[src/rtl/alu_mdu_seq.sv]
// Execute-stage integer unit: base ALU ops take one registered cycle and
// M-extension ops run as an iterative shift-add / restoring-divide engine.
// The pipeline sends requests over a valid/ready handshake. Each operation
// returns one done pulse, and the result is held until the next done.
module alu_mdu_seq #(
  parameter int XLEN   = 32,
  parameter bit MDU_EN = 1'b1
) (
  input  logic            clk_i,
  input  logic            rst_i,
  input  logic            alu_valid_i,
  output logic            alu_ready_o,
  input  logic [4:0]      alu_op_i,
  input  logic [XLEN-1:0] alu_data1_i,
  input  logic [XLEN-1:0] alu_data2_i,
  output logic [XLEN-1:0] alu_result_o,
  output logic            alu_done_o,
  output logic            alu_busy_o
);
  localparam int CW = $clog2(XLEN);
  localparam logic [XLEN-1:0] MIN_VAL = {1'b1, {(XLEN-1){1'b0}}};

  typedef enum logic [1:0] {S_IDLE, S_BUSY, S_FIX} state_e;

  state_e            state_q, state_d;
  logic [CW-1:0]     cnt_q, cnt_d;
  logic [2*XLEN-1:0] acc_q, acc_d;           // {hi, lo}: product or {remainder, quotient}
  logic [XLEN-1:0]   opnd_q, opnd_d;         // multiplicand or divisor magnitude
  logic [2:0]        mop_q, mop_d;
  logic              neg_q, neg_d;           // final result needs negation
  logic              pend_q, pend_d;         // single-cycle result waiting to retire
  logic [XLEN-1:0]   pend_res_q, pend_res_d;
  logic [XLEN-1:0]   result_q, result_d;
  logic              done_q, done_d;

  logic              accept, is_m, is_div, div_signed, div_zero, div_ovf, special, iterative;
  logic              sign_a, sign_b, neg_a, neg_b;
  logic [XLEN-1:0]   mag_a, mag_b, base_res, quick_res, fix_res, quot, rem;
  logic [2*XLEN-1:0] prod, mul_next, div_next;
  logic [XLEN:0]     mul_sum, rem_sh, div_diff;
  logic [CW-1:0]     shamt;

  // FSM state register
  // NOTE: sequential state is updated only with non-blocking assignments so
  // every flop samples the values that were present before the edge.
  always_ff @(posedge clk_i or posedge rst_i) begin
    if (rst_i) state_q <= S_IDLE;
    else       state_q <= state_d;
  end

  // FSM next-state: only iterative M ops leave IDLE
  // NOTE: every combinational output gets a default first so no path can
  // leave it unassigned and infer a latch.
  always_comb begin
    state_d = state_q;
    case (state_q)
      S_IDLE:  if (accept && iterative) state_d = S_BUSY;
      S_BUSY:  if (cnt_q == '0) state_d = S_FIX;
      S_FIX:   state_d = S_IDLE;
      default: state_d = S_IDLE;
    endcase
  end

  // FSM outputs: accept only while idle
  always_comb begin
    alu_ready_o = (state_q == S_IDLE);
    alu_busy_o  = (state_q != S_IDLE);
  end

  // Request decode: special cases, operand signs and magnitudes
  always_comb begin
    accept     = alu_valid_i & alu_ready_o;
    is_m       = alu_op_i[4] & MDU_EN;
    is_div     = alu_op_i[2];
    div_signed = ~alu_op_i[0];
    div_zero   = (alu_data2_i == '0);
    div_ovf    = div_signed && (alu_data1_i == MIN_VAL) && (alu_data2_i == '1);
    special    = is_m && is_div && (div_zero || div_ovf);
    iterative  = is_m && !special;
    sign_a     = is_div ? div_signed : (alu_op_i[1:0] == 2'b01 || alu_op_i[1:0] == 2'b10);
    sign_b     = is_div ? div_signed : (alu_op_i[1:0] == 2'b01);
    neg_a      = sign_a & alu_data1_i[XLEN-1];
    neg_b      = sign_b & alu_data2_i[XLEN-1];
    mag_a      = neg_a ? -alu_data1_i : alu_data1_i;
    mag_b      = neg_b ? -alu_data2_i : alu_data2_i;
  end

  // Base ALU; unlisted encodings yield zero
  always_comb begin
    shamt    = alu_data2_i[CW-1:0];
    base_res = '0;
    case (alu_op_i[3:0])
      4'b0000: base_res = alu_data1_i + alu_data2_i;
      4'b1000: base_res = alu_data1_i - alu_data2_i;
      4'b0001: base_res = alu_data1_i << shamt;
      4'b0010: base_res = XLEN'($signed(alu_data1_i) < $signed(alu_data2_i));
      4'b0011: base_res = XLEN'(alu_data1_i < alu_data2_i);
      4'b0100: base_res = alu_data1_i ^ alu_data2_i;
      4'b0101: base_res = alu_data1_i >> shamt;
      4'b1101: base_res = $unsigned($signed(alu_data1_i) >>> shamt);
      4'b0110: base_res = alu_data1_i | alu_data2_i;
      4'b0111: base_res = alu_data1_i & alu_data2_i;
      4'b1001: base_res = XLEN'(alu_data1_i == alu_data2_i);
      4'b1010: base_res = XLEN'(alu_data1_i != alu_data2_i);
      4'b1100: base_res = XLEN'($signed(alu_data1_i) >= $signed(alu_data2_i));
      4'b1011: base_res = XLEN'(alu_data1_i >= alu_data2_i);
      default: base_res = '0;
    endcase
  end

  // Single-cycle result: base op, resolved division special case, or disabled M op
  always_comb begin
    quick_res = base_res;
    if (alu_op_i[4]) begin
      quick_res = '0;
      if (special) begin
        if (div_zero) quick_res = alu_op_i[1] ? alu_data1_i : '1;
        else          quick_res = alu_op_i[1] ? '0 : alu_data1_i;
      end
    end
  end

  // One iteration of shift-add multiply and of restoring divide
  always_comb begin
    mul_sum  = {1'b0, acc_q[2*XLEN-1:XLEN]} + (acc_q[0] ? {1'b0, opnd_q} : '0);
    mul_next = {mul_sum, acc_q[XLEN-1:1]};
    rem_sh   = acc_q[2*XLEN-1:XLEN-1];
    div_diff = rem_sh - {1'b0, opnd_q};
    div_next = div_diff[XLEN] ? {rem_sh[XLEN-1:0], acc_q[XLEN-2:0], 1'b0}
                              : {div_diff[XLEN-1:0], acc_q[XLEN-2:0], 1'b1};
  end

  // Sign correction and result select applied in FIX
  always_comb begin
    prod    = neg_q ? -acc_q : acc_q;
    quot    = neg_q ? -acc_q[XLEN-1:0] : acc_q[XLEN-1:0];
    rem     = neg_q ? -acc_q[2*XLEN-1:XLEN] : acc_q[2*XLEN-1:XLEN];
    fix_res = '0;
    if (mop_q[2])             fix_res = mop_q[1] ? rem : quot;
    else if (mop_q == 3'b000) fix_res = prod[XLEN-1:0];
    else                      fix_res = prod[2*XLEN-1:XLEN];
  end

  // Datapath next-state: operand capture, iteration, retirement
  always_comb begin
    cnt_d      = cnt_q;
    acc_d      = acc_q;
    opnd_d     = opnd_q;
    mop_d      = mop_q;
    neg_d      = neg_q;
    pend_d     = accept & ~iterative;
    pend_res_d = (accept & ~iterative) ? quick_res : pend_res_q;
    done_d     = pend_q | (state_q == S_FIX);
    result_d   = result_q;
    if (pend_q)                 result_d = pend_res_q;
    else if (state_q == S_FIX)  result_d = fix_res;
    case (state_q)
      S_IDLE: begin
        if (accept && iterative) begin
          mop_d  = alu_op_i[2:0];
          neg_d  = (is_div && alu_op_i[1]) ? neg_a : (neg_a ^ neg_b);
          acc_d  = {{XLEN{1'b0}}, (is_div ? mag_a : mag_b)};
          opnd_d = is_div ? mag_b : mag_a;
          cnt_d  = CW'(XLEN - 1);
        end
      end
      S_BUSY: begin
        acc_d = mop_q[2] ? div_next : mul_next;
        cnt_d = (cnt_q == '0) ? '0 : cnt_q - CW'(1);
      end
      default: ;
    endcase
  end

  // Datapath registers; reset aborts any operation in flight
  always_ff @(posedge clk_i or posedge rst_i) begin
    if (rst_i) begin
      cnt_q      <= '0;
      acc_q      <= '0;
      opnd_q     <= '0;
      mop_q      <= '0;
      neg_q      <= 1'b0;
      pend_q     <= 1'b0;
      pend_res_q <= '0;
      result_q   <= '0;
      done_q     <= 1'b0;
    end else begin
      cnt_q      <= cnt_d;
      acc_q      <= acc_d;
      opnd_q     <= opnd_d;
      mop_q      <= mop_d;
      neg_q      <= neg_d;
      pend_q     <= pend_d;
      pend_res_q <= pend_res_d;
      result_q   <= result_d;
      done_q     <= done_d;
    end
  end

  assign alu_result_o = result_q;
  assign alu_done_o   = done_q;

endmodule

[config.mk]
export PLATFORM = sky130hd
export DESIGN_NAME = alu_mdu_seq
export DESIGN_NICKNAME = d
export VERILOG_FILES = /design/src/rtl/alu_mdu_seq.sv
export SDC_FILE = /design/constraint.sdc
export NUM_CORES = 2
export LEC_CHECK = 0
export ABC_AREA = 1
export CORE_UTILIZATION = 58
export DETAILED_ROUTE_END_ITERATION = 8
export GPL_TIMING_DRIVEN = 0
export PLACE_DENSITY_LB_ADDON = 0.25
export SKIP_LAST_GASP = 1
export SYNTH_ARGS = -nofsm -noshare
export SYNTH_HDL_FRONTEND = slang
export SYNTH_SLANG_ARGS = --single-unit
[constraint.sdc]
create_clock -name clk_i -period 5.1 [get_ports clk_i]
set_clock_uncertainty 0.15 [all_clocks]
set_input_delay 0.51 -clock clk_i [delete_from_list [all_inputs] [get_ports clk_i]]
set_output_delay 0.51 -clock clk_i [all_outputs]
set_load 0.01 [all_outputs]
==> metrics.md, run 1 <==
| Metric | Value |
|---|---|
| Post-synthesis cell area | `28940 um^2` |
| Rows | `81` |
| Sequential share of the synthesized area | `14.96%` |
| H-tree levels | `4` |
| Setup repair bufs after CTS | `0` |
| Synth Flop Type | `dfrtp_1` |
| Number of CTS-inserted buffers | `17` |
| Yosys top cell area share | `21.61%` |
| Outcome | `aborted with a tool error` |
| Vias in the first global route | `38760` |
| Mean Syn Cell Area | `5.427 um^2` |
| TritonCTS Sinks | `173` |
| Unique masters post-synth | `51` |
| Synth area leaders | `nand2_1, dfrtp_1, nand3_1` |
| Pre-CTS WS | `-0.05853 ns` |
| Post-Synthesis Cells | `5333` |
| Failed at | `5_1_grt` |
| GRT Total Usage | `65.29%` |
| CTS Root Cell | `clkbuf_16` |
| GRT Residual Overflow | `28` |
| Syn_nets | `5583` |
| First-pass GRT wire length | `247200 um` |
| Die height | `225.4 um` |
| Warnings from Yosys | `0` |
| Synthesized flop and latch total | `173` |
| Ys async rst share | `100.0%` |
| RePlAce Congestion | `1.282` |
| Maximum root-to-sink buffer count | `2` |
| Tool Error | `[ERROR GRT-0116] Global routing finished with congestion. Check the congestion regions in the DRC Viewer.` |
| Cts hold-fix bufs | `0` |
| Die width | `225.4 um` |
| IO Count | `107` |
| Post-DP HPWL | `123500 um` |
| Post-CTS Resized | `0` |
| Initial core utilization | `59.01%` |
| Largest net degree at the start of global routing | `44` |
| Port-buffer cells | `105` |
| Number of synthesized flops with an enable pin | `0` |
| Biggest area consumer among synthesized cells | `nand2_1` |
[stage by stage]
step / utilization, % / cell area (um^2) / setup TNS, ns / instances
2_1_floorplan: - / 28950 / 0 / 5333
3_3_place_gp: 62.85 / 30830 / -0.06283 / 6102
3_5_place_dp: 63.01 / 30910 / -0.05853 / 6106
4_1_cts: 64.30 / 31540 / 0 / 6138
[layer usage]
| metal | track usage, % | overflow |
|---|---|---|
| met1 | 71.73 | 0 |
| met2 | 84.93 | 13 |
| met3 | 39.71 | 0 |
| met4 | 61.01 | 15 |
| met5 | 5.670 | 0 |
[cell usage after synthesis, types with 5 or more instances]
| master | instances |
|---|---|
| and2_1 | 10 |
| nor4_1 | 10 |
| nand4_1 | 74 |
| o21a_1 | 14 |
| buf_2 | 36 |
| nand2_2 | 5 |
| o21ai_1 | 28 |
| o21ai_0 | 334 |
| buf_4 | 11 |
| o211ai_1 | 24 |
| maj3_1 | 24 |
| buf_6 | 6 |
| nand3_1 | 741 |
| xor2_1 | 108 |
| inv_1 | 549 |
| nor3_1 | 61 |
| a31oi_1 | 10 |
| clkinv_1 | 6 |
| a21oi_1 | 354 |
| nand2_1 | 1666 |
| o21bai_1 | 17 |
| nand3b_1 | 16 |
| ha_1 | 174 |
| a21o_1 | 8 |
| inv_2 | 9 |
| xnor2_1 | 6 |
| nor2_1 | 598 |
| o22ai_1 | 20 |
| or2_2 | 15 |
| maj3_2 | 8 |
| dfrtp_1 | 173 |
| clkbuf_1 | 145 |
| buf_1 | 37 |
[kinds of logic after synthesis]
family / count (synthesis) / share of synthesized area, %
and+or+nand+nor: 3213 / 46.72
AOI/OAI and AO/OA: 823 / 15.08
buffers and inverters: 799 / 10.82
adders and majority gates: 210 / 8.940
DFF: 173 / 14.96
xor gates and xnor gates: 114 / 3.450
muxes: 1 / 0.03458
==> run 2: changes to the inputs <==
--- a/config.mk
+++ b/config.mk
@@ -6,10 +6,10 @@
 export NUM_CORES = 2
 export LEC_CHECK = 0
 export ABC_AREA = 1
-export CORE_UTILIZATION = 58
+export CORE_UTILIZATION = 40
 export DETAILED_ROUTE_END_ITERATION = 8
 export GPL_TIMING_DRIVEN = 0
-export PLACE_DENSITY_LB_ADDON = 0.25
+export PLACE_DENSITY_LB_ADDON = 0.15
 export SKIP_LAST_GASP = 1
 export SYNTH_ARGS = -nofsm -noshare
 export SYNTH_HDL_FRONTEND = slang
==> constraint.sdc (replaced) <==
create_clock -name clk_i -period 6.65 [get_ports clk_i]
set_clock_uncertainty 0.15 [all_clocks]
set_input_delay 0.665 -clock clk_i [delete_from_list [all_inputs] [get_ports clk_i]]
set_output_delay 0.665 -clock clk_i [all_outputs]
set_load 0.01 [all_outputs]
==> metrics.md, run 2 <==
| Metric | Value |
|---|---|
| Adder-Cell Fraction of Synth Area | `8.940%` |
| Tcrit/Tclk final | `84.06%` |
| Data required, critical path | `6.87 ns` |
| Ys async rst share | `100.0%` |
| Cell Pwr Density | `441.2 nW/um^2` |
| Inst Count DP | `6389` |
| Combinational share of power | `74.9%` |
| Compound-Gate Fraction of Synth Area | `15.08%` |
| Xor/xnor cell area share of the yosys netlist | `3.450%` |
| Maximum root-to-sink buffer count | `2` |
| Setup-failing EPs final | `0` |
| Fin area | `31820 um^2` |
| Critical Path Slowest Stage Cell | `clkdlybuf4s50_1` |
| Slew HR | `18.12%` |
| Pre-CTS WS | `0.9362 ns` |
| Flip-flop count of the largest register after layout | `64` |
| R2R setup slack | `2.65 ns` |
| Hold crit path type | `reg -> reg` |
| Vias in the first global route | `36540` |
| Pint | `5138 uW` |
| Setup repair bufs after CTS | `0` |
| Drt total wl | `181600 um` |
| Core area | `71490 um^2` |
| Max Cap Violations | `0` |
| P_leak | `0.01593 uW` |
| Post-route ant nets | `0` |
| Clk_lat worst skew | `0.47 ns` |
| Part of the power in registers | `17.5%` |
| Count leader, synth | `nand2_1` |
| Fillers | `8220` |
| Maximum vdd drop | `0.3098 mV` |
| CP peak stage delay | `0.99 ns` |
| Iter 0 DRT Violations | `5624` |
| Drt pass-1 iters | `8` |
| First-pass GRT wire length | `256200 um` |
| Sequential share of the synthesized area | `14.96%` |
| Port-buffer cells | `105` |
| CTS Root Cell | `clkbuf_16` |
| Warnings from Yosys | `0` |
| Fin. max-slew vios | `0` |
| Placement-stage cell area | `31220 um^2` |
| Post-DP HPWL | `148300 um` |
| Syn_nets | `5583` |
| Number of CTS-inserted buffers | `17` |
| IO Count | `107` |
| Number of synthesized flops with an enable pin | `0` |
| Vias | `39220` |
| Drt drc | `0` |
| TritonCTS Sinks | `173` |
| Worst setup margin | `1.060 ns` |
| Mux share of post-synthesis cell area | `0.03458%` |
| Synth top cells by count | `nand2_1, nand3_1, nor2_1` |
| Die Area | `73440 um^2` |
| Psw | `8901 uW` |
| Synthesized flop and latch total | `173` |
| Post-CTS Resized | `0` |
| Post-synthesis cell area | `28940 um^2` |
| Register area | `4329 um^2` |
| Least-Margin Pin Slew | `1.228 ns` |
| Crit Path Category | `in -> reg` |
| Post-Synthesis Cells | `5333` |
| Cts hold-fix bufs | `0` |
| Worst Path Max Fanout | `10` |
| Final core occ | `44.51%` |
| Wire per inst | `28.27 um` |
| Final Hold Viols | `0` |
| P&R area growth vs syn | `9.925%` |
| Unique masters post-synth | `51` |
| H-tree levels | `4` |
| Largest family of logic cells by synthesized area | `simple AND/OR/NAND/NOR gates` |
| Synth Flop Type | `dfrtp_1` |
| Mean Syn Cell Area | `5.427 um^2` |
| GRT Residual Overflow | `0` |
| Top reg by flops | `acc_q` |
| CTS tree | `done` |
| Antenna violations before repair | `6` |
| Critical Path AT | `5.81 ns` |
| Post-Synth Simple-Gate Area | `46.72%` |
| GRT Total Usage | `47.96%` |
| Die width | `271 um` |
| Via density | `6.105` |
| Outcome | `complete, no violations` |
| Multi-input gate area | `21480 um^2` |
| Worst hold slack | `0.3334 ns` |
| Max frequency | `178.9 MHz` |
| Synth area leaders | `nand2_1, dfrtp_1, nand3_1` |
| Share of cells above drive strength 1 | `2.504%` |
| Biggest area consumer among synthesized cells | `nand2_1` |
| Period minus WS final | `5.590 ns` |
| Critical path launch point type | `input pin` |
| Initial core utilization | `40.49%` |
| Switching share of total power | `63.40%` |
| Die height | `271 um` |
| RePlAce Congestion | `1.098` |
| Crit end category | `flop` |
| Critical Path, Cell by Cell | `clkdlybuf4s50_1 > inv_1 > ha_1 > nand3_1 > clkbuf_1 > o22ai_1 > a21oi_1 > nand3_1 > a21oi_1 > nand3_1 > nand2_1 > a21oi_1` |
| Clock transition at path regs | `0.09 ns` |
| Commonest non-fill, non-tap cell in the layout | `nand2_1` |
| Yosys top cell area share | `21.61%` |
| Rows | `98` |
| Non-Filler Instances | `6424` |
| Largest net degree at the start of global routing | `123` |
| Clock share of power | `7.7%` |
| Most frequent cells in the layout | `nand2_1, nand3_1, nor2_1, inv_1, a21oi_1` |
| RSZ-0062 raised after global routing | `false` |
| Final nets | `5708` |
## run 2: cell counts after synthesis
Identical to the previous run, type by type.
## run 2: path summary, 6_finish.rpt
check,start,end,cells past startpoint
setup / recovery,alu_op_i[1],pend_res_q[27]$_DFFE_PP0P_,12
hold / removal,alu_result_o[20]$_DFFE_PP0P_,alu_result_o[20]$_DFFE_PP0P_,2
setup reg to reg,acc_q[0]$_DFFE_PP0P_,acc_q[58]$_DFFE_PP0P_,17
hold reg to reg,alu_result_o[20]$_DFFE_PP0P_,alu_result_o[20]$_DFFE_PP0P_,2
max in group asynchronous,rst_i,opnd_q[31]$_DFFE_PP0P_,3
min in group asynchronous,rst_i,alu_result_o[28]$_DFFE_PP0P_,2
## run 2: metrics by stage
stage               power (uW)  TNS [ns]
floorplan                 8391         0
global placement         12370   -298.54
detailed placement       12380         0
CTS                      13490         0
global route             14800         0
finish                   14040         0
## run 2: worst max-delay path: cells and delay by family
kind                     cells  cell delay (ns)
AO/OA/AOI/OAI                4             1.50
AND/OR/NAND/NOR              4             1.19
buffers and inverters        3             2.04
adder cells (fa/ha/maj)      1             0.41
## run 2: logic make-up after synthesis
logic type,Yosys count
buffers and inverters,799
adder cells (fa/ha/maj),210
flip-flops,173
AO/OA/AOI/OAI,823
XOR/XNOR,114
AND/OR/NAND/NOR,3213
multiplexers,1
## run 2: power groups by stage
stage	Combinational [uW]	Clock, uW	Sequential (uW)
6_report	10500	1080	2450
5_1_grt	11300	1110	2440
4_1_cts	10000	1070	2380
3_5_place_dp	9980	0	2390
3_3_place_gp	9980	0	2400
2_1_floorplan	6420	0	1970
## run 2: area by class of cell
cell class	instances	area share (%)
Clock buffer	17	1.337
Sequential cell	173	13.61
Antenna cell	3	0.02360
Clock inverter	15	0.5191
Timing Repair Buffer	106	3.390
Buffer	235	3.185
Inverter	564	6.677
Tap cell	950	3.736
Multi-Input combinational cell	4361	67.53
## run 2: per-layer routing
| metal | vias up | GRT usage [%] | routed length (um) |
|---|---|---|---|
| li1 | 17650 | - | - |
| met1 | 18070 | 56.88 | 66290 |
| met2 | 2745 | 73.83 | 76690 |
| met3 | 752 | 10.18 | 19820 |
| met4 | 8 | 40.63 | 18750 |
| met5 | - | 0 | 49 |
(Power assumes the default switching activity.)
